File: src/rtl/div23_seq_u64.sv
// Sequential unsigned 64-bit divide-by-23: BPC radix-2 remainder stages per cycle, MSB first.
// Optional macro DIV23_EARLY_OUT_EN: small operands (x < 23) bypass RUN and go straight to DONE.
module div23_seq_u64 #(
    parameter int unsigned BPC     = 4,
    parameter int unsigned DIVISOR = 23
) (
    input  logic        clk,
    input  logic        rst_n,
    input  logic        in_valid,
    output logic        in_ready,
    input  logic [63:0] in_x,
    output logic        out_valid,
    input  logic        out_ready,
    output logic [63:0] out_q,
    output logic [4:0]  out_r,
    output logic        busy
);
    localparam int unsigned Steps = 64 / BPC;
    localparam int unsigned CntW  = 6;

    typedef enum logic [1:0] {StIdle, StRun, StDone} state_e;

    if (DIVISOR != 23) begin : g_bad_divisor
        $error("div23_seq_u64: only DIVISOR=23 is supported");
    end
    if (!(BPC == 1 || BPC == 2 || BPC == 4 || BPC == 8 || BPC == 16)) begin : g_bad_bpc
        $error("div23_seq_u64: BPC must be one of 1,2,4,8,16");
    end

    state_e            state_q;
    logic [63:0]       x_q;
    logic [63:0]       q_q;
    logic [4:0]        r_q;
    logic [CntW-1:0]   cnt_q;
    logic [4:0]        r_step;
    logic [BPC-1:0]    q_bits;
    logic              early;

    // Returns {quotient bit, next remainder}; unreachable remainders 23..31 collapse to zero.
    function automatic logic [5:0] stage(input logic [4:0] r, input logic b);
        logic [5:0] t;
        t = {r, b};
        if (r > 5'd22) begin
            return 6'd0;
        end else if (t >= 6'd23) begin
            return {1'b1, 5'(t - 6'd23)};
        end else begin
            return {1'b0, t[4:0]};
        end
    endfunction

    always_comb begin
        logic [5:0] s;
        s      = '0;
        r_step = r_q;
        q_bits = '0;
        for (int i = 0; i < int'(BPC); i++) begin
            s                 = stage(r_step, x_q[63-i]);
            q_bits[BPC-1-i]   = s[5];
            r_step            = s[4:0];
        end
    end

`ifdef DIV23_EARLY_OUT_EN
    assign early = (in_x[63:5] == '0) && (in_x[4:0] < 5'd23);
`else
    assign early = 1'b0;
`endif

    always_ff @(posedge clk or negedge rst_n) begin
        if (!rst_n) begin
            state_q <= StIdle;
            x_q     <= '0;
            q_q     <= '0;
            r_q     <= '0;
            cnt_q   <= '0;
        end else begin
            unique case (state_q)
                StIdle: begin
                    if (in_valid) begin
                        q_q <= '0;
                        if (early) begin
                            x_q     <= '0;
                            r_q     <= in_x[4:0];
                            cnt_q   <= '0;
                            state_q <= StDone;
                        end else begin
                            x_q     <= in_x;
                            r_q     <= '0;
                            cnt_q   <= CntW'(Steps - 1);
                            state_q <= StRun;
                        end
                    end
                end
                StRun: begin
                    x_q <= x_q << BPC;
                    q_q <= {q_q[63-BPC:0], q_bits};
                    r_q <= r_step;
                    if (cnt_q == '0) begin
                        state_q <= StDone;
                    end else begin
                        cnt_q <= cnt_q - CntW'(1);
                    end
                end
                StDone: begin
                    if (out_ready) begin
                        state_q <= StIdle;
                    end
                end
                default: state_q <= StIdle;
            endcase
        end
    end

    // All outputs decode registers only, so no input-to-handshake combinational path exists.
    assign in_ready  = (state_q == StIdle);
    assign out_valid = (state_q == StDone);
    assign busy      = (state_q == StRun) || (state_q == StDone);
    assign out_q     = q_q;
    assign out_r     = r_q;

endmodule

File: config.mk
export PLATFORM = sky130hd
export DESIGN_NAME = div23_seq_u64
export DESIGN_NICKNAME = d
export VERILOG_FILES = /design/src/rtl/div23_seq_u64.sv
export SDC_FILE = /design/constraint.sdc
export NUM_CORES = 1
export LEC_CHECK = 0
export CAP_MARGIN = 0
export CORE_ASPECT_RATIO = 1.1
export CORE_MARGIN = 3
export CORE_UTILIZATION = 52
export CTS_CLUSTER_DIAMETER = 50
export DETAILED_ROUTE_END_ITERATION = 16
export HOLD_SLACK_MARGIN = 0.06
export PLACE_DENSITY = 0.81
export SETUP_SLACK_MARGIN = 0.3
export SYNTH_ARGS = -nofsm -noshare
export SYNTH_HDL_FRONTEND = slang
export SYNTH_SLANG_ARGS = --single-unit
File: constraint.sdc
create_clock -name clk -period 5.3 [get_ports clk]
set_input_delay 1.59 -clock clk [delete_from_list [all_inputs] [get_ports clk]]
set_output_delay 1.59 -clock clk [all_outputs]
set_load 0.02 [all_outputs]
Yosys cells after proc, flatten, opt, wreduce, memory -nomap -nowiden. Index checks and enable logic that the tools add are counted.

Bits in latches: 0. Memory bits (writable): 0. Input port bits: 68. Logic and storage cells: 52. Memories: 0. Bits in registers: 141. Memory bits (read-only): 0.

Equality and inequality tests: 6. Multiply operators: 0. Muxes and demuxes: 21. Add/sub/neg operators: 5. Div/mod/pow operators: 0. Reductions and logical operators: 7. Bitwise logic cells: 0. Shift-type cells: 0. Magnitude comparators: 8.

Operators by type and width (number): $pmux W64 S2 (2); $mux W64 (2); $mux W6 (10); $ge A6 B5 Y1 const B (4); $gt A5 B5 Y1 const B (4); $sub A5 B5 Y5 const B (4); $pmux W6 S2 (1); $pmux W5 S2 (1); $logic_not A6 Y1 (1); $mux W2 (3); $ne A2 B2 Y1 const B (3); $pmux W2 S3 (1); $reduce_and A3 Y1 (2); $sub A6 B1 Y6 const B (1); $mux W5 (1); $eq A2 B1 Y1 const B (1); $eq A2 B2 Y1 const B (1); $logic_not A2 Y1 (1); $ne A2 B1 Y1 const B (1); $reduce_and A2 Y1 (1); $reduce_bool A2 Y1 (1); $logic_or A1 B1 Y1 (1).

Depth between registers and ports, before layout. Gate-level depths: netlist of run 1.

Word-level depth: 13. Depth in mapped cells: 21.

Least setup slack after synthesis of run 1. OpenSTA, ideal clock, no wires.

Path type: reg-to-reg. Start point: register r_q[0], in the netlist out_r[0]. End point: register r_q[0], in the netlist out_r[0]. Library setup time: 74 ps. Setup slack: 615 ps. Cell stages (with the launch flop): 22. Period minus slack after synthesis: 4685 ps. Arrival time: 4611 ps. Cell sequence: dfrtp_1 -> ha_1 -> buf_6 -> a21o_1 -> and3_1 -> or3_4 -> ha_1 -> o21ai_1 -> a21oi_1 -> o21ai_0 -> o21a_1 -> ha_1 -> nor3b_1 -> a31oi_4 -> a21oi_1 -> a21oi_1 -> o21ai_0 -> ha_1 -> nor2b_1 -> o31ai_4 -> or2_1 -> o21ai_2.

Longest elaborated chain between the ends: 13. Elaborated cells between the ends (all ways): 20. Those cells by class: add/sub: 3; order compare: 8; mux: 9.

Ends and longest elaborated chain: start: declaration (RTL line 33) `logic [4:0] r_q;`; start signal: assignment (RTL line 84) `r_q <= in_x[4:0];`; start signal: assignment (RTL line 98) `r_q <= r_step;`; $sub A5 B5 Y5 or $ge A6 B5 Y1 (tied branches) (RTL line 46, 45); $mux W6 (RTL line 45) `end else if (t >= 6'd23) begin`; $mux W6 * (RTL line 43) `if (r > 5'd22) begin`; $sub A5 B5 Y5 or $ge A6 B5 Y1 (tied branches) (RTL line 46, 45); $mux W6 (RTL line 45); $mux W6 * (RTL line 43); $sub A5 B5 Y5 or $ge A6 B5 Y1 (tied branches) (RTL line 46, 45); $mux W6 (RTL line 45); $mux W6 * (RTL line 43); $ge A6 B5 Y1 (RTL line 45); $mux W6 (RTL line 45); $mux W6 * (RTL line 43); $pmux W5 S2 * (RTL line 78) `unique case (state_q)`.

Every way passes the cells marked *; elsewhere a longest branch is shown, timed or not. A chain may end at the register's enable or synchronous reset.

Worst setup path in the final report of run 1.
Start point: register x_q[63]. End point: register r_q[1], in the netlist out_r[1].

Longest elaborated chain between the ends: 13. Elaborated cells between the ends (all ways): 20. Those cells by class: add/sub: 4; order compare: 7; mux: 9.

Ends and longest elaborated chain: start: declaration (RTL line 31) `logic [63:0] x_q;`; start signal: assignment (RTL line 88) `x_q <= in_x;`; start signal: assignment (RTL line 96) `x_q <= x_q << BPC;`; $sub A5 B5 Y5 or $ge A6 B5 Y1 (tied branches) (RTL line 46, 45); $mux W6 * (RTL line 45); $mux W6 * (RTL line 43); $sub A5 B5 Y5 or $ge A6 B5 Y1 (tied branches) (RTL line 46, 45); $mux W6 (RTL line 45); $mux W6 * (RTL line 43); $sub A5 B5 Y5 or $ge A6 B5 Y1 (tied branches) (RTL line 46, 45); $mux W6 (RTL line 45); $mux W6 * (RTL line 43); $ge A6 B5 Y1 or $sub A5 B5 Y5 (tied branches) (RTL line 45, 46); $mux W6 (RTL line 45); $mux W6 * (RTL line 43); $pmux W5 S2 * (RTL line 78).

Marks and branches as above.

==> results of run 1 <==
worst register-to-register path, cell delays in order (launching register included):
cell and delay, ps:
dfrtp_1 480, ha_2 270, a21o_1 230, and3_1 170
or3_4 410, ha_1 240, o21ai_2 120, a21oi_2 140
o2bb2ai_1 160, o21a_1 250, ha_2 250, nor3b_4 170
a31oi_4 240, a21oi_1 130, a21oi_1 240, o21ai_1 110
ha_1 220, nor2b_2 190, o31ai_4 270, mux2i_1 250
o21ai_1 80
worst paths after layout:
check                                     from               endpoint  slack (ps)
max                        x_q[63]$_DFFE_PN0P_   out_r[1]$_DFFE_PN0P_         550
min                        x_q[58]$_DFFE_PN0P_    x_q[58]$_DFFE_PN0P_         480
max reg2reg                x_q[63]$_DFFE_PN0P_   out_r[1]$_DFFE_PN0P_         550
min reg2reg                x_q[58]$_DFFE_PN0P_    x_q[58]$_DFFE_PN0P_         480
max in group asynchronous                rst_n    x_q[59]$_DFFE_PN0P_        3000
min in group asynchronous                rst_n  out_q[53]$_DFFE_PN0P_        1280
power by group through the flow:
stage	clock network [mW]	registers, mW	logic [mW]
5_1_grt	1.21	1.71	2.61
3_5_place_dp	0	1.68	2.32
4_1_cts	1.17	1.67	2.34
3_3_place_gp	0	1.66	2.25
2_1_floorplan	0	1.70	1.66
6_report	1.15	1.67	2.36
through the flow:
step,cells,utilization (%)
floorplan,625,-
global placement,885,65.0
detailed placement,885,65.0
CTS,917,69.6
global route,917,69.8
finish,917,69.8
layout make-up:
cell class,instances,area [µm²],area share (%)
multi-input cells,430,3060,34.6
repair buffers,145,1450,16.4
clock inverters,11,118,1.33
inverters,12,45.0,0.508
well taps,157,196,2.22
clock buffers,21,460,5.20
flip-flops and latches,141,3530,39.8
cells by family (layout without fill, tap and decap cells):
family | Yosys count | count (layout) | share of synthesized area [%]
flip-flops | 141 | 141 | 52.1
XOR/XNOR | 4 | 4 | 0.517
buffers and inverters | 54 | 189 | 3.47
adder cells (fa/ha/maj) | 9 | 9 | 1.66
AND/OR/NAND/NOR | 140 | 140 | 9.61
AO/OA/AOI/OAI | 210 | 210 | 22.5
multiplexers | 67 | 67 | 10.2
synth_stat cells (all sizes together), types with 2 or more instances:
master	count
nor2	16
a211o	3
a21oi	19
a22o	66
o22a	2
nand2b	4
dfrtp	141
o21ai	83
nor2b	2
nand3	6
o211a	2
and2	5
inv	12
clkbuf	29
a2111oi	3
xor2	2
nor3	4
a32oi	2
nand4	4
buf	13
or2	4
nand3b	3
o21a	3
and3	4
o32ai	2
xnor2	2
a31oi	4
and2b	2
mux2i	66
ha	9
nand2	82
a21o	5
a211oi	5
state kept, by name, indices dropped and copies added, names as in the netlist:
name,count
out_q,64
x_q,64
state_q,2
out_r,5
cnt_q,6
timing repair:
action                                  4_1_cts  5_1_grt
gates resized for setup                       2        6
endpoints found under the hold margin         0        0
endpoints found under the setup margin        5        6
metal layers:
metal  global-route usage [%]  vias to the layer above  part of all wire (%)
li1                         -                     2538                     -
met1                     27.5                     2611                    42
met4                     7.53                        0                   1.3
met2                     36.9                      173                    49
met5                        0                        -                     0
met3                     6.54                       21                   7.0
==> out/results.ini, run 1 <==
[route]
num_vias = 5343
firstDrtPassIters = 4
dr.first_iter.drc_count = 356
drc = 0
wire_per_inst_um = 17.3
viasPerCell = 5.83
postRouteAntennaNets = 0
totalWireLength_um = 15800

[synthesis]
synthArstFlopShare_pct = 100
yosys_register_bits = 141
synth_edf_count = 0
yosys-top-cells-area = dfrtp_1, mux2i_1, a22o_1, o21ai_0, nand2_1
syn_area_mm2 = 0.00677
yosysUniqueCellTypes = 70
yosysTopAreaCell = dfrtp_1
syn_inst = 625
yosysSeqAreaShare_pct = 52.1
synth_fp_nets = 702
synth_top_area_share_pct = 52.1
ys_warn_count = 0
synth_ff_type = dfrtp_1
syn_area_per_cell_um2 = 10.8

[global_routing]
grt_pass1_vias = 5355
antenna_found_initial = 0
grt.total_usage_pct = 22.2
grt-ovfl-total = 0
grt_pass1_wl_um = 25800
grt_max_degree = 194

[placed_design]
place_area_mm2 = 0.00826
place_ws_ps = 156
port_buffers = 139
gp_congestion = 0.854
hpwlAfterDp_um = 10600

[min_path]
min_path_cells = 2
hold_path.class = reg -> reg

[floorplan]
die_w_um = 115
rows = 43
initial_core_util_pct = 53.3
die_area_mm2 = 0.0144
pin_count = 140
core_mm2 = 0.0127
die_y_um = 126

[timing]
period_share_pct = 89.6
drv_slew = 0
relSlewSlack_pct = 21.6
fin_ws_ps = 553
period_minus_slack_ps = 4750
tns_ps = 0
rsz0062_at_grt = false
max_freq_ghz = 0.211
hold-worst-slack_ps = 478
skew_ps = 7.74
setup_viol = 0
tightest_slew_ps = 1180
hold_violations = 0

[worst_setup_path]
worst_setup_path_end_kind = register
crit_type = reg -> reg
cpPeakStageDelay_ps = 480
start_kind = register
cp_num_cells = 20
slowest_stage = dfrtp_1
crit_fanout = 9
path_cells = ha_2, a21o_1, and3_1, or3_4, ha_1, o21ai_2, a21oi_2, o2bb2ai_1, o21a_1, ha_2, nor3b_4, a31oi_4, a21oi_1, a21oi_1, o21ai_1, ha_1, nor2b_2, o31ai_4, mux2i_1, o21ai_1
critical_path_arrival_ps = 5040
reg2reg_depth = 20
crit_family = compound AO/OA/AOI/OAI gates
worst_ep_required_time_ps = 5590
cp_num_buf_inv = 0

[clock_tree]
clock_path_buffers = 2
path_clk_slew_ps = 50
ctsHoldBuffers = 0
cts_max_level = 4
cts_sinks = 141
postCtsSetupBuffers = 0
insertion_delay_ps = 410
root_buffer = clkbuf_16
cts_inserted_buffers = 17
cts_tree = done

[cells_and_area]
area_growth_pct = 30.8
layout_common_cells = dfrtp_1, clkdlybuf4s50_1, nand2_1
design_area_mm2 = 0.00886
final_common_cell = dfrtp_1
drive_gt1_share_pct = 9.34
nets = 824
num_antenna_cells = 0
n_fill_cell = 965

[pwr]
power.density_mw_per_mm2 = 585
pwr-share-comb_pct = 45.6
seqPwrFrac_pct = 32.3
swShare_pct = 40.3
worst_ir_drop_vdd_mv = 0.374
clockPowerShare_pct = 22.1
p_int_mw = 3.09
finalPower_mw = 5.18
p_sw_mw = 2.09
p_leak_nw = 3.93

[flow_run]
max_cap_viol_count = 0

[outcome]
status = finished clean

Note: power is estimated with default switching activity, not from simulation.
==> inputs of run 2 (changes only) <==
--- a/config.mk
+++ b/config.mk
@@ -12,7 +12,7 @@
 export CTS_CLUSTER_DIAMETER = 50
 export DETAILED_ROUTE_END_ITERATION = 16
 export HOLD_SLACK_MARGIN = 0.06
-export PLACE_DENSITY = 0.81
+export PLACE_DENSITY = 0.92
 export SETUP_SLACK_MARGIN = 0.3
 export SYNTH_ARGS = -nofsm -noshare
 export SYNTH_HDL_FRONTEND = slang
==> run 2 against run 1 <==
Net effect: via count up 2.9%; power up 3.8%; count of clock-buffer cells in the layout down 2; hold slack worse by 0.67 ps; sequential cell count unchanged; sequential share of layout area down 0.28 points; cell count down 0.11%; clock power up 11%; critical endpoint unchanged; largest power group unchanged.
==> out/results.ini, run 2 (same netlist as run 1, synthesis figures left out) <==
[cells_and_area]
final_common_cell = dfrtp_1
nets = 823  ; -0.12%
drive_gt1_share_pct = 9.75  ; +0.41 points
seqCellArea_mm2 = 0.00353  ; about the same
n_fill_cell = 861  ; -11%
multi_input_area_mm2 = 0.00306  ; unchanged
num_antenna_cells = 0  ; unchanged
area_growth_pct = 31.8
layout_common_cells = dfrtp_1, clkdlybuf4s50_1, nand2_1

[route]
firstDrtPassIters = 5  ; +1
viasPerCell = 6.00  ; +3.0%
wire_per_inst_um = 18.4  ; +6.6%
postRouteAntennaNets = 0  ; unchanged
dr.first_iter.drc_count = 504  ; +42%
totalWireLength_um = 16900  ; +6.5%
num_vias = 5498  ; +2.9%
drc = 0  ; unchanged

[placed_design]
port_buffers = 139  ; unchanged
place_ws_ps = 81.8  ; -74.4 ps
gp_congestion = 0.906  ; +6.1%
hpwlAfterDp_um = 11300  ; +6.6%

[flow_run]
max_cap_viol_count = 0  ; unchanged

[worst_setup_path]
critical_path_arrival_ps = 4950  ; -90 ps
crit_fanout = 9  ; unchanged
start_kind = register
worst_ep_required_time_ps = 5600  ; about the same
rr_endpoint = out_r[1]$_DFFE_PN0P_
reg2reg_setup_slack_ps = 660  ; +100 ps
crit_type = reg -> reg
reg2reg_depth = 20  ; unchanged
reg2reg_from = x_q[63]$_DFFE_PN0P_
worst_setup_path_end_kind = register

[global_routing]
antenna_found_initial = 0  ; unchanged
grt-ovfl-total = 0  ; unchanged
grt_pass1_wl_um = 27900  ; +8.5%
grt.total_usage_pct = 24.0  ; +1.9 points
grt_max_degree = 123  ; -37%
grt_pass1_vias = 5619  ; +4.9%

[floorplan]
rows = 43  ; unchanged
die_w_um = 115  ; unchanged
core_mm2 = 0.0127  ; unchanged
pin_count = 140  ; unchanged
die_y_um = 126  ; unchanged
die_area_mm2 = 0.0144  ; unchanged
initial_core_util_pct = 53.3  ; unchanged

[pwr]
worst_ir_drop_vdd_mv = 0.345  ; -7.6%
p_leak_nw = 3.96  ; +0.67%
power.density_mw_per_mm2 = 603  ; +3.0%

[timing]
setup_viol = 0  ; unchanged
drv_slew = 0  ; unchanged
tightest_slew_ps = 1000  ; -174 ps
rsz0062_at_grt = false
max_freq_ghz = 0.215  ; +2.2%
skew_ps = 6.94  ; -0.796 ps
hold_violations = 0  ; unchanged
period_minus_slack_ps = 4640  ; -103 ps
period_share_pct = 87.6  ; -1.9 points
relSlewSlack_pct = 33.2  ; +12 points
tns_ps = 0  ; unchanged
fin_ws_ps = 656  ; +103 ps

[clock_tree]
clock_path_buffers = 2  ; unchanged
ctsHoldBuffers = 0  ; unchanged
path_clk_slew_ps = 60  ; about the same
cts_inserted_buffers = 17  ; unchanged
root_buffer = clkbuf_16
cts_max_level = 4  ; unchanged
cts_tree = done
insertion_delay_ps = 420  ; about the same
cts_sinks = 141  ; unchanged

[min_path]
holdPathEnd = x_q[49]$_DFFE_PN0P_
min_path_cells = 2  ; unchanged
holdCritStartpoint = x_q[49]$_DFFE_PN0P_
hold_path.class = reg -> reg

[outcome]
status = finished clean

[run 2: metrics by stage]
stage	instance area [µm²]	hold WS [ps]	util [%]	cells	total power, mW
2_1_floorplan	6770	450	-	625	3.37
3_3_place_gp	8260	461	65.1	884	3.88
3_5_place_dp	8260	470	65.1	884	4.03
4_1_cts	8910	483	70.2	916	5.36
5_1_grt	8930	504	70.3	916	5.71
6_report	8930	477	70.3	916	5.38
[run 2: cell type report]
| class | instances | share of cell area (%) |
|---|---|---|
| inverters | 12 | 0.505 |
| repair buffers | 144 | 16.3 |
| flip-flops and latches | 141 | 39.5 |
| clock buffers | 19 | 5.07 |
| multi-input cells | 430 | 34.3 |
| well taps | 157 | 2.20 |
| clock inverters | 13 | 2.07 |
[run 2: worst max-delay path by stage]
stage,slack (ps),end,cells past startpoint,from
after floorplan,610,out_r[0]$_DFFE_PN0P_,21,out_r[0]$_DFFE_PN0P_
after global placement,460,out_r[0]$_DFFE_PN0P_,20,out_r[0]$_DFFE_PN0P_
after detailed placement,80,out_r[0]$_DFFE_PN0P_,20,out_r[0]$_DFFE_PN0P_
after CTS,360,out_r[0]$_DFFE_PN0P_,20,out_r[0]$_DFFE_PN0P_
after global routing,380,out_r[0]$_DFFE_PN0P_,20,x_q[63]$_DFFE_PN0P_
final,660,out_r[1]$_DFFE_PN0P_,20,x_q[63]$_DFFE_PN0P_
[run 2: power breakdown]
group / switching, mW / total, mW / leakage [nW] / internal (mW)
logic: 1.41 / 2.39 / 1.80 / 0.978
registers: 0.288 / 1.70 / 1.85 / 1.42
clock network: 0.468 / 1.28 / 0.310 / 0.815
total: 2.17 / 5.38 / 3.96 / 3.21
[run 2: repair_timing]
| item | CTS | global route |
|---|---|---|
| buffers inserted | 0 | 0 |
| setup endpoints to repair | 5 | 6 |
| gates resized for setup | 4 | 6 |
[run 2: per-layer routing]
layer / vias up / GRT usage [%] / wire (µm)
met2: 211 / 40.3 / 8560
met3: 28 / 6.78 / 1140
met5: - / 0 / 0
met1: 2730 / 30.2 / 6860
li1: 2529 / - / -
met4: 0 / 7.53 / 298
[run 2: worst max-delay path: stages (launching register included)]
cell	delay (ps)
dfrtp_1	480
ha_2	270
a21o_1	240
and3_1	180
or3_4	410
ha_1	230
o21ai_2	110
a21oi_2	120
o2bb2ai_1	170
o21a_2	270
ha_2	230
nor3b_2	180
a31oi_4	230
a21oi_1	130
a21oi_1	200
o21ai_1	120
ha_1	240
nor2b_4	150
o31ai_4	270
mux2i_1	210
o21ai_1	80
